File: config.mk
export PLATFORM = sky130hd
export DESIGN_NAME = except_commit_handler
export DESIGN_NICKNAME = d
export VERILOG_FILES = /design/src/rtl/except_commit_handler_pkg.sv /design/src/rtl/except_commit_handler_trap_target_sel.sv /design/src/rtl/except_commit_handler.sv
export SDC_FILE = /design/constraint.sdc
export NUM_CORES = 1
export LEC_CHECK = 0
export BUFFER_PORTS_ARGS = -buffer_cell sky130_fd_sc_hd__buf_2
export CAP_MARGIN = 30
export CORE_AREA = 2 2 284 286
export CTS_CLUSTER_DIAMETER = 30
export DETAILED_ROUTE_END_ITERATION = 7
export DIE_AREA = 0 0 286 288
export GPL_ROUTABILITY_DRIVEN = 0
export GPL_TIMING_DRIVEN = 0
export HOLD_SLACK_MARGIN = 0.05
export PLACE_DENSITY_LB_ADDON = 0.1
export REMOVE_ABC_BUFFERS = 1
export SKIP_CTS_REPAIR_TIMING = 1
export SLEW_MARGIN = 20
export SYNTH_ARGS = -nofsm -noshare
export SYNTH_HDL_FRONTEND = slang
export SYNTH_HIERARCHICAL = 1
export SYNTH_SLANG_ARGS = --single-unit
File: constraint.sdc
create_clock -name clk -period 3.4 [get_ports clk]
set_input_delay 0.34 -clock clk [delete_from_list [all_inputs] [get_ports clk]]
set_output_delay 0.34 -clock clk [all_outputs]
set_load 0.03 [all_outputs]
File: src/rtl/except_commit_handler_pkg.sv
// Shared exception types, CSR addresses and the status-word rewrite helpers
// used when committing a trap or an xRET.
package ExceptStruct;

    typedef struct packed {
        logic        except;
        logic [63:0] epc;
        logic [63:0] ecause;
        logic [63:0] etval;
    } ExceptPack;

    localparam logic [11:0] CSR_MSTATUS = 12'h300;
    localparam logic [11:0] CSR_MEPC    = 12'h341;
    localparam logic [11:0] CSR_MCAUSE  = 12'h342;
    localparam logic [11:0] CSR_MTVAL   = 12'h343;
    localparam logic [11:0] CSR_SEPC    = 12'h141;
    localparam logic [11:0] CSR_SCAUSE  = 12'h142;
    localparam logic [11:0] CSR_STVAL   = 12'h143;

    // Trap entry: stash the interrupt enable into xPIE, clear xIE and record the old privilege.
    function automatic logic [63:0] trap_status(input logic [63:0] ms, input logic [1:0] p,
                                                input logic to_s);
        logic [63:0] s;
        s = ms;
        if (to_s) begin
            s[5]     = ms[1];
            s[1]     = 1'b0;
            s[8]     = p[0];
        end else begin
            s[7]     = ms[3];
            s[3]     = 1'b0;
            s[12:11] = p;
        end
        return s;
    endfunction

    function automatic logic [63:0] mret_status(input logic [63:0] ms);
        logic [63:0] s;
        s        = ms;
        s[3]     = ms[7];
        s[7]     = 1'b1;
        s[12:11] = 2'b00;
        return s;
    endfunction

    function automatic logic [63:0] sret_status(input logic [63:0] ms);
        logic [63:0] s;
        s    = ms;
        s[1] = ms[5];
        s[5] = 1'b1;
        s[8] = 1'b0;
        return s;
    endfunction

endpackage

File: src/rtl/except_commit_handler_trap_target_sel.sv
// Decides whether a trap is delegated to S-mode and returns the matching
// trap vector with its mode bits cleared.
module trap_target_sel
    import ExceptStruct::*;
#(
    parameter bit SUPPORT_S = 1'b1
) (
    input  logic [1:0]  priv,
    input  logic        ecause_int,
    input  logic [5:0]  ecause_code,
    input  logic [63:0] medeleg,
    input  logic [63:0] mtvec,
    input  logic [63:0] stvec,
    output logic        to_s,
    output logic [63:0] tvec_pc
);

    always_comb begin
        to_s    = SUPPORT_S && (priv != 2'd3) && !ecause_int && medeleg[ecause_code];
        tvec_pc = (to_s ? stvec : mtvec) & ~64'h3;
    end

endmodule

File: src/rtl/except_commit_handler.sv
// Serialises trap and xRET commits into one CSR write per cycle, followed by a
// single-cycle fetch redirect, flush and privilege update.
module except_commit_handler
    import ExceptStruct::*;
#(
    parameter bit SUPPORT_S = 1'b1
) (
    input  logic        clk,
    input  logic        rst,
    input  ExceptPack   except_wb,
    input  logic        valid_wb,
    input  logic        mret_wb,
    input  logic        sret_wb,
    input  logic [1:0]  priv,
    input  logic [63:0] mstatus,
    input  logic [63:0] medeleg,
    input  logic [63:0] mtvec,
    input  logic [63:0] stvec,
    input  logic [63:0] mepc,
    input  logic [63:0] sepc,
    output logic        csr_we,
    output logic [11:0] csr_waddr,
    output logic [63:0] csr_wdata,
    output logic        priv_we,
    output logic [1:0]  priv_next,
    output logic        redirect,
    output logic [63:0] redirect_pc,
    output logic        stall_all,
    output logic        flush_all,
    output logic        busy
);

    typedef enum logic [2:0] {
        S_IDLE, S_W_EPC, S_W_CAUSE, S_W_TVAL, S_W_STATUS, S_RET_STATUS, S_REDIRECT
    } state_e;

    typedef enum logic [1:0] {K_TRAP, K_MRET, K_SRET} kind_e;

    state_e      state_q, state_d;
    kind_e       kind_q, kind_d;
    ExceptPack   pack_q, pack_d;
    logic [63:0] mstatus_q, mstatus_d;
    logic [1:0]  priv_q, priv_d;
    logic        to_s_q, to_s_d;
    logic [63:0] target_pc_q, target_pc_d;

    logic        csr_we_q, csr_we_d;
    logic [11:0] csr_waddr_q, csr_waddr_d;
    logic [63:0] csr_wdata_q, csr_wdata_d;
    logic        priv_we_q, priv_we_d;
    logic [1:0]  priv_next_q, priv_next_d;
    logic        redirect_q, redirect_d;
    logic [63:0] redirect_pc_q, redirect_pc_d;
    logic        flush_q, flush_d;

    logic        sel_to_s;
    logic [63:0] sel_tvec_pc;
    logic        idle, accept_trap, accept_ret;

    trap_target_sel #(.SUPPORT_S(SUPPORT_S)) u_trap_target_sel (
        .priv        (priv),
        .ecause_int  (except_wb.ecause[63]),
        .ecause_code (except_wb.ecause[5:0]),
        .medeleg     (medeleg),
        .mtvec       (mtvec),
        .stvec       (stvec),
        .to_s        (sel_to_s),
        .tvec_pc     (sel_tvec_pc)
    );

    always_comb begin
        idle        = (state_q == S_IDLE);
        accept_trap = idle && valid_wb && except_wb.except;
        accept_ret  = idle && valid_wb && !except_wb.except && (mret_wb || sret_wb);
    end

    // Everything needed after accept is captured here; inputs are ignored until IDLE again.
    always_comb begin
        state_d     = state_q;
        kind_d      = kind_q;
        pack_d      = pack_q;
        mstatus_d   = mstatus_q;
        priv_d      = priv_q;
        to_s_d      = to_s_q;
        target_pc_d = target_pc_q;
        case (state_q)
            S_IDLE: begin
                if (accept_trap) begin
                    state_d     = S_W_EPC;
                    kind_d      = K_TRAP;
                    pack_d      = except_wb;
                    mstatus_d   = mstatus;
                    priv_d      = priv;
                    to_s_d      = sel_to_s;
                    target_pc_d = sel_tvec_pc;
                end else if (accept_ret) begin
                    state_d     = S_RET_STATUS;
                    kind_d      = mret_wb ? K_MRET : K_SRET;
                    pack_d      = except_wb;
                    mstatus_d   = mstatus;
                    priv_d      = priv;
                    to_s_d      = !mret_wb;
                    target_pc_d = mret_wb ? mepc : sepc;
                end
            end
            S_W_EPC:      state_d = S_W_CAUSE;
            S_W_CAUSE:    state_d = S_W_TVAL;
            S_W_TVAL:     state_d = S_W_STATUS;
            S_W_STATUS:   state_d = S_REDIRECT;
            S_RET_STATUS: state_d = S_REDIRECT;
            default:      state_d = S_IDLE;
        endcase
    end

    // Outputs are decoded from the next state so they appear registered in that state.
    always_comb begin
        csr_we_d      = 1'b0;
        csr_waddr_d   = '0;
        csr_wdata_d   = '0;
        priv_we_d     = 1'b0;
        priv_next_d   = '0;
        redirect_d    = 1'b0;
        redirect_pc_d = '0;
        flush_d       = 1'b0;
        case (state_d)
            S_W_EPC: begin
                csr_we_d    = 1'b1;
                csr_waddr_d = to_s_d ? CSR_SEPC : CSR_MEPC;
                csr_wdata_d = pack_d.epc;
            end
            S_W_CAUSE: begin
                csr_we_d    = 1'b1;
                csr_waddr_d = to_s_d ? CSR_SCAUSE : CSR_MCAUSE;
                csr_wdata_d = pack_d.ecause;
            end
            S_W_TVAL: begin
                csr_we_d    = 1'b1;
                csr_waddr_d = to_s_d ? CSR_STVAL : CSR_MTVAL;
                csr_wdata_d = pack_d.etval;
            end
            S_W_STATUS: begin
                csr_we_d    = 1'b1;
                csr_waddr_d = CSR_MSTATUS;
                csr_wdata_d = trap_status(mstatus_d, priv_d, to_s_d);
            end
            S_RET_STATUS: begin
                csr_we_d    = 1'b1;
                csr_waddr_d = CSR_MSTATUS;
                csr_wdata_d = (kind_d == K_MRET) ? mret_status(mstatus_d) : sret_status(mstatus_d);
            end
            S_REDIRECT: begin
                redirect_d    = 1'b1;
                redirect_pc_d = target_pc_d;
                priv_we_d     = 1'b1;
                flush_d       = 1'b1;
                case (kind_d)
                    K_TRAP:  priv_next_d = to_s_d ? 2'd1 : 2'd3;
                    K_MRET:  priv_next_d = mstatus_d[12:11];
                    default: priv_next_d = {1'b0, mstatus_d[8]};
                endcase
            end
            default: ;
        endcase
    end

    always_ff @(posedge clk or negedge rst) begin
        if (!rst) begin
            state_q       <= S_IDLE;
            kind_q        <= K_TRAP;
            pack_q        <= '0;
            mstatus_q     <= '0;
            priv_q        <= '0;
            to_s_q        <= 1'b0;
            target_pc_q   <= '0;
            csr_we_q      <= 1'b0;
            csr_waddr_q   <= '0;
            csr_wdata_q   <= '0;
            priv_we_q     <= 1'b0;
            priv_next_q   <= '0;
            redirect_q    <= 1'b0;
            redirect_pc_q <= '0;
            flush_q       <= 1'b0;
        end else begin
            state_q       <= state_d;
            kind_q        <= kind_d;
            pack_q        <= pack_d;
            mstatus_q     <= mstatus_d;
            priv_q        <= priv_d;
            to_s_q        <= to_s_d;
            target_pc_q   <= target_pc_d;
            csr_we_q      <= csr_we_d;
            csr_waddr_q   <= csr_waddr_d;
            csr_wdata_q   <= csr_wdata_d;
            priv_we_q     <= priv_we_d;
            priv_next_q   <= priv_next_d;
            redirect_q    <= redirect_d;
            redirect_pc_q <= redirect_pc_d;
            flush_q       <= flush_d;
        end
    end

    // The accept-cycle stall depends on live inputs, so it is gated by reset explicitly.
    always_comb begin
        csr_we      = csr_we_q;
        csr_waddr   = csr_waddr_q;
        csr_wdata   = csr_wdata_q;
        priv_we     = priv_we_q;
        priv_next   = priv_next_q;
        redirect    = redirect_q;
        redirect_pc = redirect_pc_q;
        flush_all   = flush_q;
        busy        = !idle;
        stall_all   = rst && ((accept_trap || accept_ret) ||
                              (!idle && (state_q != S_REDIRECT)));
    end

endmodule

==> metrics.yaml <==
run_status:
  status: "complete, no violations"
placed_design:
  place_area_mm2: 0.0231
  place_hpwl_um: 51700
  pre_cts_ws_ps: -605
  port_buffers: 720
floorplan:
  die_w_um: 286
  dieArea_mm2: 0.0824
  num_rows: 104
  ios: 732
  die_y_um: 288
  design.core.area_mm2: 0.0796
  start_util_pct: 22.4
timing:
  worst_pin_slew_ps: 804
  finalClockSkew_ps: 75.2
  max_freq_mhz: 308
  worst_slack_ps: 154
  final-setup-viol-count: 0
  finalCritPeriodShare_pct: 95.5
  fin_crit_ps: 3250
  rsz0062_at_grt: "false"
  finalHoldViolCount: 0
  slew_violations: 0
  slew_headroom_pct: 46.3
routing:
  vias: 16700
  routedWlPerCell_um: 19.1
  firstDrtPassIters: 8
  routed_wl_um: 72900
  first_iter_violations: 801
  drc: 0
  antenna_left: 0
  drt-vias-per-instance: 4.38
yosys:
  synth_area_leaders: "dfrtp_1, mux2_2, nand2_1, mux2i_1, a222oi_1"
  syn_area_mm2: 0.0178
  syn_inst: 1615
  syn_area_per_cell_um2: 11.0
  synth_top_area_share_pct: 56.3
  synth_seq_area_share_pct: 56.3
  ys_ff_latch: 401
  async_flop_share_pct: 100
  yosysWarnings: 6
  synth_top_cell_by_area: "dfrtp_1"
  synth_cell_types: 54
  synthFlopType: "dfrtp_1"
  synth-edff-count: 0
clock_network:
  tritoncts: "done"
  clk_latency_ps: 660
  cts_buffers: 111
  clock_path_buffers: 3
  root_buffer: "clkbuf_16"
  clk_pin_slew_ps: 50
  cts_sinks: 401
  cts_max_level: 3
grt:
  grt_overflow: 0
  antenna_found_initial: 23
  grt_max_degree: 88
  grt_usage_pct: 16.8
  grt_first_pass_wirelength_um: 104000
  grt_pass1_vias: 16900
final_layout:
  stdcell_area_mm2: 0.0303
  multi_input_area_mm2: 0.00710
  drive_above_1_share_pct: 41.9
  seq_area_mm2: 0.0100
  area_delta_synth_final_pct: 70.1
  layout.nets: 3242
  layout_commonest_cell: "buf_2"
  final_cell_mix: "buf_2, nand2_1, dfrtp_1, dlygate4sd3_1, mux2_2"
  fillers: 8085
setup_path:
  r2r_start: "state_q[2]"
  worstSetupPathType: "register to register"
  cp-end-kind: "register"
  critPathMaxFanout: 15
  r2r-end: "csr_wdata[51]"
  required_ps: 3990
  setup.worst_path.start: "state_q[2]"
  critPathCapture: "csr_wdata[51]"
  r2r_cells: 7
  worstPathArrival_ps: 3830
  crit_path_start_kind: "register"
  r2r_slack_ps: 150
power:
  pwr-share-clk_pct: 42.1
  sequentialPowerShare_pct: 27.7
  combPwrFrac_pct: 30.2
  p_per_area_mw_per_mm2: 909
  cell_internal_pwr_mw: 18.6
  p_sw_share_pct: 32.7
  leakage_nw: 15.0
  ir_worst_vdd_uv: 542
  p_sw_mw: 9.01
flow_run:
  max_cap_violations: 0
worst_hold_path:
  hold_class: "primary input to register"
cell usage after synthesis (2+ instances only):
cell / number
a2111oi_0: 2
a21oi_1: 72
a221o_1: 2
a222oi_1: 57
a22oi_1: 6
and2_1: 67
and3b_1: 2
buf_1: 3
buf_2: 46
buf_4: 18
buf_6: 12
clkbuf_1: 59
conb_1: 2
dfrtp_1: 401
inv_1: 12
mux2_1: 4
mux2_2: 144
mux2i_1: 78
mux4_2: 14
nand2_1: 403
nand2b_1: 3
nand3_1: 88
nand3b_1: 3
nor2_1: 7
nor2b_1: 6
nor3_1: 2
o211ai_1: 2
o21a_1: 3
o21ai_0: 6
o221ai_1: 2
o22ai_1: 65
or2_2: 2
power by group through the flow:
stage | Combinational [mW] | Clock, mW | Sequential (mW)
6_report | 8.33 | 11.6 | 7.63
5_1_grt | 9.15 | 12.1 | 7.86
4_1_cts | 8.16 | 11.9 | 7.64
3_5_place_dp | 8.13 | 0 | 7.68
3_3_place_gp | 7.69 | 0 | 7.65
2_1_floorplan | 4.04 | 0 | 8.62
worst max-delay path: stages, from the launching register on:
cell           delay [ps]
dfrtp_1               550
or4b_4                630
or3_4                 430
a21oi_4               660
buf_16                240
nand3_1                90
nand3_1                80
dlygate4sd3_1         540
logic make-up after synthesis:
family,synth area share (%)
and+or+nand+nor,14.5
buffers and inverters,4.36
DFF,56.3
xor gates and xnor gates,0.0982
muxes,15.6
other,0.0421
AOI/OAI and AO/OA,9.17
sequential cells by signal, indices dropped and copies added, names as in the netlist, 3 cells and up:
register     count
pack_q         128
csr_wdata       64
mstatus_q       64
redirect_pc     64
target_pc_q     64
csr_waddr        5
state_q          3
metrics by stage:
| step | power (mW) | utilization [%] | hold WS (ps) | cells | TNS (ps) |
|---|---|---|---|---|---|
| after CTS | 27.7 | 34.3 | -500 | 3519 | -6230 |
| after global routing | 29.2 | 38.1 | 49.4 | 3816 | 0 |
| after detailed placement | 15.8 | 28.9 | 239 | 3311 | -41130 |
| after global placement | 15.3 | 27.7 | 457 | 3264 | -6549110 |
| final | 27.6 | 38.1 | 31.5 | 3817 | 0 |
| after floorplan | 12.7 | - | 44.4 | 1484 | -1482950 |
per-layer routing:
layer  vias up  GRT usage (%)  share of wire [%]
li1       7804              -                  -
met1      8145           19.8                 41
met2       603           28.2                 49
met3       132           6.01                8.4
met4        24           5.31                1.8
met5         -              0               0.21
cell type report:
| class | instances | area share, % |
|---|---|---|
| sequential | 401 | 33.1 |
| timing repair buffer | 1061 | 24.9 |
| multi-input combinational | 1071 | 23.4 |
| clock buffer | 143 | 10.3 |
| tap | 1060 | 4.37 |
| clock inverter | 65 | 3.69 |
| inverter | 12 | 0.157 |
| antenna | 4 | 0.0330 |
worst min path at each step:
| stage | start | to | slack (ps) | cells past startpoint |
|---|---|---|---|---|
| 3_3_place_gp | mstatus_q[21] | mstatus_q[21] | 460 | 2 |
| 3_5_place_dp | rst | pack_q[49] | 240 | 1 |
| 6_report | sepc[54] | target_pc_q[54] | 30 | 3 |
| 4_1_cts | rst | csr_wdata[6] | -500 | 1 |
| 5_1_grt | mepc[49] | target_pc_q[49] | 50 | 3 |
| 2_1_floorplan | rst | csr_waddr[0] | 40 | 0 |
Power figures use the tool's default switching activity.
